==> src/rtl/mux_nx1_stream.sv <==
// N-input registered stream multiplexer with valid/ready handshake.
// An internal fixed-priority or round-robin arbiter picks the source; an optional lock holds the last grant.
module mux_nx1_stream #(
  parameter int BITWIDTH = 32,
  parameter int NCH      = 4,
  parameter int MODE     = 0,
  localparam int CW      = ($clog2(NCH) > 1) ? $clog2(NCH) : 1
) (
  input  logic                    clk,
  input  logic                    reset,
  input  logic [NCH-1:0]          in_valid,
  input  logic [NCH*BITWIDTH-1:0] in_data,
  output logic [NCH-1:0]          in_ready,
  input  logic                    lock,
  output logic                    out_valid,
  output logic [BITWIDTH-1:0]     out_data,
  output logic [CW-1:0]           out_sel,
  input  logic                    out_ready
);

  localparam logic [CW:0] NCH_W = (CW+1)'(NCH);

  logic                load_en_s;
  logic                found_s;
  logic [CW-1:0]       gidx_s;
  logic [CW:0]         sum_s;
  logic [CW:0]         cand_s;
  logic [BITWIDTH-1:0] gdata_s;
  logic [NCH-1:0]      in_ready_s;

  logic                out_valid_r;
  logic [BITWIDTH-1:0] out_data_r;
  logic [CW-1:0]       out_sel_r;
  logic [CW-1:0]       ptr_r;

  assign load_en_s = !out_valid_r | out_ready;

  // Arbiter: grant depends only on in_valid, ptr and lock; loops run farthest-first so the nearest candidate wins.
  always_comb begin
    found_s = 1'b0;
    gidx_s  = '0;
    sum_s   = '0;
    cand_s  = '0;
    if (lock && in_valid[ptr_r]) begin
      found_s = 1'b1;
      gidx_s  = ptr_r;
    end else if (MODE == 0) begin
      for (int i = NCH - 1; i >= 0; i--) begin
        found_s = found_s | in_valid[i];
        gidx_s  = in_valid[i] ? CW'(i) : gidx_s;
      end
    end else begin
      for (int k = NCH; k >= 1; k--) begin
        sum_s   = {1'b0, ptr_r} + (CW+1)'(k);
        cand_s  = (sum_s >= NCH_W) ? (sum_s - NCH_W) : sum_s;
        found_s = found_s | in_valid[cand_s[CW-1:0]];
        gidx_s  = in_valid[cand_s[CW-1:0]] ? cand_s[CW-1:0] : gidx_s;
      end
    end
  end

  // Data select and per-channel ready; ready is held low while reset is asserted.
  always_comb begin
    gdata_s    = '0;
    in_ready_s = '0;
    for (int i = 0; i < NCH; i++) begin
      gdata_s       = (gidx_s == CW'(i)) ? in_data[i*BITWIDTH +: BITWIDTH] : gdata_s;
      in_ready_s[i] = !reset & load_en_s & found_s & (gidx_s == CW'(i));
    end
  end

  // Output register and last-grant pointer.
  always_ff @(posedge clk or posedge reset) begin
    if (reset) begin
      out_valid_r <= 1'b0;
      out_data_r  <= '0;
      out_sel_r   <= '0;
      ptr_r       <= CW'(NCH - 1);
    end else if (load_en_s) begin
      if (found_s) begin
        out_valid_r <= 1'b1;
        out_data_r  <= gdata_s;
        out_sel_r   <= gidx_s;
        ptr_r       <= gidx_s;
      end else begin
        out_valid_r <= 1'b0;
      end
    end else begin
      out_valid_r <= out_valid_r;
    end
  end

  assign in_ready  = in_ready_s;
  assign out_valid = out_valid_r;
  assign out_data  = out_data_r;
  assign out_sel   = out_sel_r;

endmodule

==> config.mk <==
export PLATFORM = sky130hd
export DESIGN_NAME = mux_nx1_stream
export DESIGN_NICKNAME = d
export VERILOG_FILES = /design/src/rtl/mux_nx1_stream.sv
export SDC_FILE = /design/constraint.sdc
export NUM_CORES = 1
export LEC_CHECK = 0
export ABC_CLOCK_PERIOD_IN_PS = 2600
export CAP_MARGIN = 5
export CELL_PAD_IN_SITES_DETAIL_PLACEMENT = 1
export CELL_PAD_IN_SITES_GLOBAL_PLACEMENT = 2
export CORE_UTILIZATION = 23
export CTS_CLUSTER_DIAMETER = 80
export CTS_CLUSTER_SIZE = 10
export DETAILED_ROUTE_END_ITERATION = 6
export MAX_ROUTING_LAYER = met4
export PLACE_DENSITY_LB_ADDON = 0.25
export SYNTH_ARGS = -nofsm -noshare
export SYNTH_HDL_FRONTEND = slang
export SYNTH_SLANG_ARGS = --single-unit
==> constraint.sdc <==
create_clock -name clk -period 2.6 [get_ports clk]
set_clock_uncertainty 0.2 [all_clocks]
set_input_delay 0.52 -clock clk [delete_from_list [all_inputs] [get_ports clk]]
set_output_delay 0.52 -clock clk [all_outputs]
set_load 0.02 [all_outputs]
==> Word-level counts from Yosys, hierarchy flattened <==
Index checks and enable logic that the tools add are counted.
{ "totals": {"output_inout_bits": 39, "regBits": 37, "word_cells": 36, "inputBits": 136} }
{ "classes": {"bitwise": 10, "magnitude_cmp": 1, "mux": 13, "reduce_logical": 5, "eq_ne": 3} }
{ "op_table": {"columns": ["op", "count"], "rows": [
  ["2-to-1 mux 32 bit", 4],
  ["2-to-1 mux 2 bit", 5],
  ["AND 1 bit", 6],
  ["== test 2 bit (second input constant)", 2],
  ["OR 1 bit", 4],
  ["less-than comparator 2 x 3 -> 1 bit (second input constant)", 1],
  ["2-to-1 mux 1 bit", 3],
  ["binary-select mux 1 bit (select 2 bit)", 1],
  ["== test 2 x 1 -> 1 bit (second input constant)", 1],
  ["logical NOT 1 bit", 2],
  ["logical NOT 2 bit", 1],
  ["AND reduction 2 bit", 1],
  ["logical AND 1 bit", 1]
]} }

==> Depth between registers and ports, before layout <==
Gate-level depths: netlist of the first run.
{ "depth": {"word_depth": 10, "depth_mapped": 7, "depth_no_buf": 4} }

==> Least setup slack after synthesis of the first run <==
OpenSTA, ideal clock, no wires.
{ "synth_path": {"path_type": "register -> output", "from": "register ptr_r[1]", "to": "output port in_ready[0]", "required_time_ps": 1880, "path_slack_ps": -159, "arrival_time_ps": 2039, "path_buffers": 2, "path_stages_with_launch": 7, "cell_sequence": "dfstp_2 buf_6 mux2i_2 o22a_1 buf_6 mux2i_1 nor4b_2"} }
{ "synth_between": {"elab_chain_cells": 6, "word_cells_on_any_way": 8, "classes_between": "4 x mux; 2 x bitwise; 2 x reduce/logical"} }
{ "synth_lines": {"columns": ["element", "line", "text"], "rows": [
  ["start, declared", "34", "logic [CW-1:0] ptr_r;"],
  ["start signal, assigned", "78", "ptr_r <= CW'(NCH - 1);"],
  ["start signal, assigned", "84", "ptr_r <= gidx_s;"],
  ["binary-select mux 1 bit (select 2 bit)", "44", "if (lock && in_valid[ptr_r]) begin"],
  ["2-to-1 mux 1 bit (implied by the code)", "44", null],
  ["logical AND 1 bit", "44", null],
  ["2-to-1 mux 1 bit or 2-to-1 mux 2 bit (tied branches)", "44", null],
  ["AND 1 bit or logical NOT 2 bit (tied branches)", "68", "in_ready_s[i] = !reset & load_en_s & found_s & (gidx_s == CW'(i));"],
  ["AND 1 bit *", "68", null],
  ["end, declared", "13", "output logic [NCH-1:0] in_ready,"]
]} }
Mark *: on every way between the ends. The rest lies on a longest branch, timed or not. The select of a mux whose other input is x is not followed.

==> Final worst setup path of the first run <==
Same ends and word-level chain as after synthesis.

==> results of run 1 <==
==> final timing paths <==
path / from / end / slack (ps) / cells past startpoint
min in group asynchronous: reset / out_sel[1] / 680 / 3
max in group asynchronous: reset / out_data[2] / 1130 / 3
min: out_data[16] / out_data[16] / 280 / 2
min reg2reg: out_data[16] / out_data[16] / 280 / 2
max: ptr_r[1] / in_ready[0] / -150 / 5
max reg2reg: ptr_r[1] / out_data[19] / 0 / 5
==> state kept, by name (all words and copies together), names as in the netlist <==
signal     count
ptr_r          2
out_data      32
out_valid      1
out_sel        2
==> metrics by stage <==
| step | cell area [sq um] | utilization, % | hold WS [ps] | power [uW] |
|---|---|---|---|---|
| after floorplan | 3580 | - | 378 | 1460 |
| after global placement | 5710 | 37.7 | 258 | 2130 |
| after detailed placement | 5710 | 37.7 | 269 | 2160 |
| after CTS | 5900 | 39.0 | 287 | 2850 |
| after global routing | 5910 | 39.0 | 305 | 2970 |
| final | 5910 | 39.0 | 279 | 2800 |
==> power groups by stage <==
stage	registers, uW	clock network, uW	logic [uW]
2_1_floorplan	892	0	563
3_5_place_dp	776	0	1380
4_1_cts	770	669	1410
5_1_grt	784	683	1500
6_report	769	632	1400
3_3_place_gp	774	0	1360
==> area by class of cell <==
| cell class | instances | area share (%) |
|---|---|---|
| Tap cell | 188 | 3.98 |
| Clock buffer | 8 | 2.31 |
| Multi-Input combinational cell | 325 | 41.4 |
| Sequential cell | 37 | 15.7 |
| Timing Repair Buffer | 214 | 36.4 |
| Inverter | 3 | 0.191 |
==> Yosys cell counts (all sizes together), types with 2 or more instances <==
| master | count |
|---|---|
| nor3 | 63 |
| a21oi | 36 |
| nand2 | 36 |
| dfrtp | 35 |
| nand2b | 34 |
| o221ai | 32 |
| o22ai | 32 |
| o41ai | 32 |
| a211o | 31 |
| buf | 31 |
| clkbuf | 17 |
| nor2 | 4 |
| inv | 3 |
| mux2i | 3 |
| dfstp | 2 |
| mux2 | 2 |
| nor4 | 2 |
| nor4b | 2 |
| o21a | 2 |
| o22a | 2 |
==> cell families after synthesis <==
kind of cell	count (synthesis)	share of synthesized area [%]
mux	5	1.69
flops	37	26.1
compound gates	173	42.9
simple gates	147	21.4
buf+inv	51	7.88
==> routing by layer <==
| layer | share of wire [%] | wire length (microns) |
|---|---|---|
| met1 | 44 | 7390 |
| met2 | 49 | 8210 |
| met3 | 5.9 | 989 |
| met4 | 1.8 | 297 |
| met5 | 0 | 0 |
==> tightest hold or removal path, cell delays in order (launching register included) <==
cell,delay (ps)
dfrtp_1,340
nand2_1,70
o41ai_2,50
==> what timing repair did <==
action,4_1_cts,5_1_grt
pin swaps,1,1
gates resized for setup,31,2
buffers inserted,4,0
setup endpoints to repair,36,34
==> key figures, run 1 <==
Run status
  • Status: finished with violations
  • Failing checks: setup timing

Synth
  • Synth top area cells: dfrtp_1 (25%), o41ai_2 (14%), nor3_1 (8.9%)
  • Post-Syn Area: approximately 3600 sq um
  • Total of warnings raised by yosys: 0
  • Syn Inst Count: between 400 and 500
  • Mean post-synth cell area: roughly 8.6 sq um
  • Library cells used by synthesis: 39
  • EDFF count, synth: 0
  • Most used DFF post-synth: dfrtp_1
  • Register area share after synthesis: 26.1%
  • Synth Register Bits: 37
  • Post-synth ARST share: 100%
  • Syn Nets: 549
  • Area leader, netlist: dfrtp_1
  • Synth top area share: 24.6%

Timing
  • Slew headroom: 48.1%
  • Worst slew pin tran: around 800 ps
  • Worst setup margin: -155 ps
  • Crit path time final: about 2800 ps
  • Fin. max-slew vios: 0
  • Post-Route Setup TNS: -455 ps
  • Final setup violation count: 5
  • Period utilization: 106%
  • Final hold vios: 0
  • Unrepaired setup endpoints after global routing: true
  • Fmax achieved: 363 MHz

Global route
  • Pin count of the biggest net entering global routing: 65
  • M2 GR Usage: 37.3%
  • Gr ovfl total: 0
  • Gr busiest metal: met2
  • Initial antenna violation count: 0
  • Total GRT Usage: 22.4%
  • Met3 Resource Use GR: 4.81%
  • Vias in the first global route: 4787
  • First-pass GRT wire length: 26900 microns
  • Routing usage on met1: 27.0%

Floorplan
  • Num rows: 45
  • Die Span X: 126 microns
  • Starting density of the core: 23.5%
  • Core Area: 15100 sq um
  • Die area: 16000 sq um
  • Die height: 126 microns
  • Top-level port count: 175

Detailed routing
  • Routed vias/inst: ~5.6
  • Wire per inst: 21.8 microns
  • Initial drt markers: 226
  • ANT nets after route: 0
  • DRC: 0
  • DR vias: about 4400
  • Final wirelength: approximately 17000 microns
  • Drt pass-1 iters: 5

Setup path
  • CP max FO: 3
  • Worst EP required: roughly 1900 ps
  • Slowest cell on the critical path: dfstp_2
  • Crit end category: primary output
  • CP Cell Sequence: mux2i_2 > o22a_2 > mux2i_4 > nor4b_4 > buf_4
  • WP data arrival: 2030 ps
  • Critical path's top delay family: flip-flops
  • Worst setup SP type: flip-flop
  • Crit path buf inv count: 1
  • Critical path class: flip-flop to primary output
  • CP max stage delay: 600 ps

Finish
  • Sequential Area: 928 sq um
  • Diode count: 0
  • Share of layout cells above drive strength 1: around 17%
  • Layout area overhead: 66.2%
  • Final std cells w/o fill: roughly 780
  • Most frequent cells in the layout: clkdlybuf4s50_1 (165), nor3_1 (63), nand2_1 (36), a21oi_1 (36), dfrtp_1 (35)
  • # fillers: between 1500 and 2000
  • Final Net Count: 722
  • Area of the multi-input gates: 2440 sq um
  • Commonest non-fill, non-tap cell in the layout: clkdlybuf4s50_1

Power
  • Switching Share: 37.5%
  • Sequential power share: 27.4%
  • Clk pwr share: 22.5%
  • P per Cell Area: 475 nW/um^2
  • Maximum VDD drop: around 0.22 mV
  • Net switching power: approximately 1100 uW
  • Leak Pwr: approximately 0.0023 uW
  • Combinational power share: 50.0%
  • Pint: 1750 uW

Clocking
  • Htree depth: 2
  • Clock slew at reported path FFs: ~60 ps
  • CTS sink cnt: 37
  • Hold-fix buffers at CTS: 0
  • Total CTS buffers: 5
  • TritonCTS clock tree: yes
  • Maximum clock path buffer count: 2
  • Root buffer cell: clkbuf_16
  • Clock Latency Late Sink: 290 ps

Placed design
  • # placed instances: roughly 760
  • Global placement routability congestion: 0.810
  • Pre-CTS WS: -830 ps
  • Hpwl dp: 11400 microns
  • IO Port Bufs: 174

Flow run
  • Maxcap violations: 0

Min path
  • Hold crit path type: flip-flop to flip-flop
(Power assumes the default switching activity.)
==> run 2: changes to the inputs <==
Settings changed: ABC_CLOCK_PERIOD_IN_PS 2600 to 3460, CORE_UTILIZATION 23 to 24, SLEW_MARGIN set to 25.
Clock period 2.6 ns to 3.46 ns, I/O delays scaled along.
==> key figures, run 2 (same netlist as run 1, synthesis figures left out) <==
Power
  • Combinational power share: 49.0% (-1.0 points)
  • Sequential power share: 28.5% (+1.1 points)
  • Pint: 1280 uW (-27%)
  • P per Cell Area: 359 nW/um^2 (-24%)
  • Net switching power: 760 uW (-28%)
  • Leak Pwr: 0.00217 uW (-5.1%)
  • Switching Share: 37.3% (-0.16 points)
  • Maximum VDD drop: 0.177 mV (-19%)
  • Clk pwr share: 22.5% (about the same)

Setup path
  • Critical path class: input pin to primary output
  • CP max stage delay: 570 ps (-30 ps)
  • WP data arrival: 2420 ps (+390 ps)
  • CP Cell Sequence: clkdlybuf4s50_1 > nand2b_1 > o22a_2 > mux2i_2 > buf_4 > nor4_1 > clkbuf_2
  • Worst EP required: 2570 ps (+690 ps)
  • Slowest cell on the critical path: clkdlybuf4s50_1
  • CP max FO: 4 (+1)
  • Crit end category: primary output
  • Worst setup SP type: input pin

Placed design
  • Hpwl dp: 11400 microns (+0.29%)
  • IO Port Bufs: 174 (unchanged)
  • Global placement routability congestion: 0.823 (+1.6%)
  • Pre-CTS WS: -344 ps (+486 ps)

Floorplan
  • Die height: 124 microns (-2.1%)
  • Core Area: 14500 sq um (-4.4%)
  • Die area: 15300 sq um (-4.1%)
  • Starting density of the core: 24.6% (+1.1 points)
  • Top-level port count: 175 (unchanged)
  • Die Span X: 124 microns (-2.1%)
  • Num rows: 44 (-2.2%)

Run status
  • Status: completed

Global route
  • Gr ovfl total: 0 (unchanged)
  • Pin count of the biggest net entering global routing: 65 (unchanged)
  • First-pass GRT wire length: 25200 microns (-6.5%)
  • Total GRT Usage: 22.1% (-0.23 points)
  • Vias in the first global route: 4561 (-4.7%)
  • Initial antenna violation count: 0 (unchanged)

Clocking
  • Htree depth: 2 (unchanged)
  • Maximum clock path buffer count: 2 (unchanged)
  • Post-CTS Setup Inserts: 0 (-4)
  • Root buffer cell: clkbuf_16
  • TritonCTS clock tree: yes
  • CTS sink cnt: 37 (unchanged)
  • Clock slew at reported path FFs: 60 ps (about the same)
  • Total CTS buffers: 5 (unchanged)
  • Clock Latency Late Sink: 280 ps (about the same)
  • Hold-fix buffers at CTS: 0 (unchanged)

Finish
  • Commonest non-fill, non-tap cell in the layout: clkdlybuf4s50_1
  • Diode count: 0 (unchanged)
  • Max reg flops: 32 (unchanged)
  • Share of layout cells above drive strength 1: 15.1% (-2.3 points)
  • Layout area overhead: 59.4%
  • Final Net Count: 713 (-1.2%)
  • Most frequent cells in the layout: clkdlybuf4s50_1 (169), nor3_1 (63), nand2_1 (36), a21oi_1 (36), dfrtp_1 (35)

Timing
  • Crit path time final: 3310 ps
  • Period utilization: 95.6%
  • Fin. max-slew vios: 0 (unchanged)
  • Worst setup margin: 153 ps (+308 ps)
  • Unrepaired setup endpoints after global routing: false
  • Final hold vios: 0 (unchanged)
  • Fmax achieved: ~300 MHz
  • Final setup violation count: 0 (-5)
  • Hold Slack: 282 ps (+3.02 ps)
  • Slew headroom: 49.3% (+1.2 points)
  • Worst slew pin tran: 760 ps (-17.9 ps)

Detailed routing
  • Wire per inst: 21.9 microns (+0.52%)
  • Routed vias/inst: 5.72 (+1.5%)
  • Final wirelength: 16700 microns (-1.2%)
  • DRC: 0 (unchanged)
  • Drt pass-1 iters: 6 (+1)
  • Initial drt markers: 242 (+7.1%)
  • ANT nets after route: 0 (unchanged)
  • DR vias: 4359 (-0.16%)

Min path
  • Hold crit path type: flip-flop to flip-flop

Flow run
  • Maxcap violations: 0 (unchanged)
==> run 2: changes by cell type in the layout (fill, tap and decap cells not counted), moves of 3 or more <==
cell	before	now
buf_12	10	2
dlygate4sd2_1	3	0
clkbuf_2	0	4
clkdlybuf4s50_1	165	169
==> run 2: final cells by class <==
| class | instances | area (sq um) |
|---|---|---|
| Fill cell | 1638 | 8810 |
| Multi-Input combinational cell | 325 | 2380 |
| Timing Repair Buffer | 205 | 1970 |
| Sequential cell | 37 | 928 |
| Tap cell | 184 | 230 |
| Clock buffer | 8 | 136 |
| Inverter | 3 | 11.3 |
==> run 2: repair_timing <==
item,4_1_cts,5_1_grt
pin swaps,0,0
gates resized for setup,6,10
endpoints found under the setup margin,4,4
hold endpoints to repair,0,0
==> run 2: through the flow <==
| step | TNS (ps) | instances | utilization [%] | area (sq um) | total power [uW] |
|---|---|---|---|---|---|
| after floorplan | 0 | 413 | - | 3550 | 1090 |
| after detailed placement | -1160 | 754 | 38.3 | 5550 | 1590 |
| after global placement | -833 | 754 | 38.3 | 5550 | 1570 |
| after global routing | 0 | 762 | 39.1 | 5670 | 2140 |
| after CTS | 0 | 762 | 39.2 | 5680 | 2060 |
| final | 0 | 762 | 39.1 | 5670 | 2040 |
==> run 2: metal layers <==
metal	global-route usage (%)	wire length, microns	vias to the layer above
met5	-	0	-
met4	4.97	184	0
met3	3.57	915	12
met2	36.5	7960	140
met1	28.4	7620	2224
li1	-	-	1983
==> run 2: final timing paths <==
path | slack (ps) | endpoint | cells after the start | start
max | 150 | in_ready[2] | 7 | lock
min | 280 | out_data[14] | 2 | out_data[14]
max reg2reg | 780 | out_data[17] | 5 | ptr_r[1]
min reg2reg | 280 | out_data[14] | 2 | out_data[14]
max in group asynchronous | 1850 | out_data[31] | 3 | reset
min in group asynchronous | 810 | out_sel[1] | 3 | reset
==> run 2: critical path, delay by kind of cell <==
kind	cells	cell delay, ps
AO/OA/AOI/OAI	1	280
multiplexers	1	180
buffers and inverters	3	950
AND/OR/NAND/NOR	2	310
==> run 2: power by group through the flow <==
stage	Sequential (uW)	Clock [uW]	Combinational (uW)
global placement	582	0	985
global route	591	490	1060
CTS	579	478	1010
finish	580	459	998
floorplan	671	0	418
detailed placement	584	0	1000
==> run 3: changes to the inputs <==
Settings changed: CORE_UTILIZATION 24 to 25, CTS_BUF_LIST set to sky130_fd_sc_hd__clkbuf_4.
==> key figures, run 3 (same netlist as run 1, synthesis figures left out) <==
Global route
  • Gr ovfl total: 0 (unchanged)
  • Pin count of the biggest net entering global routing: 65 (unchanged)
  • Initial antenna violation count: 0 (unchanged)
  • Vias in the first global route: 4588 (+0.59%)
  • First-pass GRT wire length: 25100 microns (-0.30%)
  • Total GRT Usage: 22.9% (+0.74 points)

Detailed routing
  • ANT nets after route: 0 (unchanged)
  • Final wirelength: 16200 microns (-3.2%)
  • Initial drt markers: 213 (-12%)
  • DRC: 0 (unchanged)
  • Wire per inst: 21.4 microns (-2.1%)
  • Routed vias/inst: 5.68 (-0.63%)
  • DR vias: 4286 (-1.7%)
  • Drt pass-1 iters: 5 (-1)

Timing
  • Period utilization: 97.4% (+1.8 points)
  • Slew headroom: 43.0% (-6.3 points)
  • Fmax achieved: 297 MHz (-1.9%)
  • Worst slew pin tran: 855 ps (+94.5 ps)
  • Crit path time final: 3370 ps (+63.1 ps)
  • Fin. max-slew vios: 0 (unchanged)
  • Post-Route Setup TNS: 0 ps (unchanged)
  • Final setup violation count: 0 (unchanged)
  • Final hold vios: 0 (unchanged)

Floorplan
  • Core Area: 13900 sq um (-4.1%)
  • Die height: 121 microns (-2.0%)
  • Top-level port count: 175 (unchanged)
  • Starting density of the core: 25.6% (+1.1 points)
  • Die area: 14700 sq um (-3.9%)
  • Die Span X: 121 microns (-2.0%)
  • Num rows: 43 (-2.3%)

Finish
  • Final Net Count: 710 (-0.42%)
  • Layout area overhead: 57.6%
  • Commonest non-fill, non-tap cell in the layout: clkdlybuf4s50_1
  • Fin area: 5600 sq um (-1.1%)
  • Share of layout cells above drive strength 1: 14.6% (-0.42 points)
  • Most frequent cells in the layout: clkdlybuf4s50_1 (169), nor3_1 (63), nand2_1 (36), a21oi_1 (36), dfrtp_1 (35)
  • Diode count: 0 (unchanged)
  • Max reg flops: 32 (unchanged)

Placed design
  • Hpwl dp: 10900 microns (-4.6%)
  • IO Port Bufs: 174 (unchanged)
  • Global placement routability congestion: 0.842 (+2.3%)
  • Placed cell area: 5540 sq um (about the same)

Setup path
  • Worst EP required: 2570 ps (about the same)
  • WP data arrival: 2480 ps (+60 ps)
  • Crit path buf inv count: 2 (-1)
  • Crit end category: primary output
  • Critical path's top delay family: buffers and inverters
  • Flop-to-flop setup slack: 800 ps (+20 ps)
  • CP max stage delay: 480 ps (-90 ps)
  • CP max FO: 4 (unchanged)
  • CP Cell Sequence: clkdlybuf4s50_1 > mux2i_2 > o22a_2 > mux2i_4 > nor4b_2 > clkdlybuf4s15_1
  • Worst setup SP type: input pin
  • Slowest cell on the critical path: clkdlybuf4s50_1
  • Critical path class: input pin to primary output

Power
  • Sequential power share: 31.7% (+3.2 points)
  • Maximum VDD drop: 0.137 mV (-22%)
  • Pint: 1090 uW (-15%)
  • Net switching power: 729 uW (-4.0%)
  • P per Cell Area: 325 nW/um^2 (-9.6%)
  • Clk pwr share: 13.6% (-8.9 points)
  • Switching Share: 40.1% (+2.8 points)
  • Combinational power share: 54.8% (+5.8 points)
  • Leak Pwr: 0.00214 uW (-1.6%)

Clocking
  • Clock slew at reported path FFs: 120 ps (+60 ps)
  • Clock Latency Late Sink: 360 ps (+80 ps)
  • Htree depth: 2 (unchanged)
  • TritonCTS clock tree: yes
  • CTS sink cnt: 37 (unchanged)
  • Post-CTS Setup Inserts: 0 (unchanged)
  • Total CTS buffers: 5 (unchanged)
  • Maximum clock path buffer count: 2 (unchanged)
  • Root buffer cell: clkbuf_4

Min path
  • Hold crit path type: flip-flop to flip-flop

Flow run
  • Maxcap violations: 0 (unchanged)

Run status
  • Status: completed
run 3: cell count changes in the layout (fill, tap and decap cells not counted):
cell             before  now
buf_12                2    4
buf_4                29   24
clkbuf_1              3    0
clkbuf_16             5    0
clkbuf_2              4    2
clkbuf_4              0    6
clkdlybuf4s15_1       0    2
clkinv_1              0    1
mux2i_2               3    2
mux2i_4               0    1
nor4_1                2    1
nor4_2                0    1
run 3: stage by stage:
stage                     hold WS, ps  instances  setup WS, ps  utilization (%)  power (uW)
final                             293        754          89.8             40.3        1820
after global routing              325        754         -1.81             40.3        1930
after CTS                         302        754          30.9             40.3        1840
after detailed placement          267        747          -345             39.9        1580
after global placement            258        747          -249             39.9        1560
after floorplan                   376        413           370                -        1090
run 3: what timing repair did:
item | 4_1_cts | 5_1_grt
hold endpoints to repair | 0 | 0
hold buffers | 0 | 0
setup endpoints to repair | 4 | 4
gates resized for setup | 6 | 9
run 3: per-layer routing:
layer	global-route usage, %	share of wire (%)	routed length [microns]	vias to the layer above
met4	6.25	1.6	266	0
met1	27.2	43	7000	2141
li1	-	-	-	1980
met3	5.17	6.2	1000	19
met5	-	0	0	-
met2	38.7	49	7890	146
run 3: power groups by stage:
| stage | registers (uW) | logic (uW) | clock network (uW) |
|---|---|---|---|
| floorplan | 671 | 418 | 0 |
| global placement | 581 | 983 | 0 |
| detailed placement | 581 | 1000 | 0 |
| CTS | 577 | 1010 | 258 |
| global route | 588 | 1060 | 275 |
| finish | 577 | 997 | 247 |
run 3: worst paths after layout:
path	startpoint	end	depth (start not counted)
setup reg to reg	ptr_r[1]	out_data[19]	5
hold reg to reg	out_data[6]	out_data[6]	2
min in group asynchronous	reset	out_data[19]	3
max in group asynchronous	reset	ptr_r[1]	3
hold / removal	out_data[6]	out_data[6]	2
setup / recovery	in_valid[2]	in_ready[0]	6
run 3: area by class of cell:
class,count,area (sq um)
clock buffers,6,45.0
flip-flops and latches,37,928
well taps,180,225
clock inverters,1,3.75
repair buffers,202,1990
fillers,1641,8280
inverters,3,11.3
multi-input cells,325,2400
run 3: worst register-to-register path, cell delays in order, from the launching register on:
cell and delay [ps]:
dfstp_2 680, mux2i_2 300, o22a_2 230, buf_4 580
o311ai_0 280, o41ai_2 310
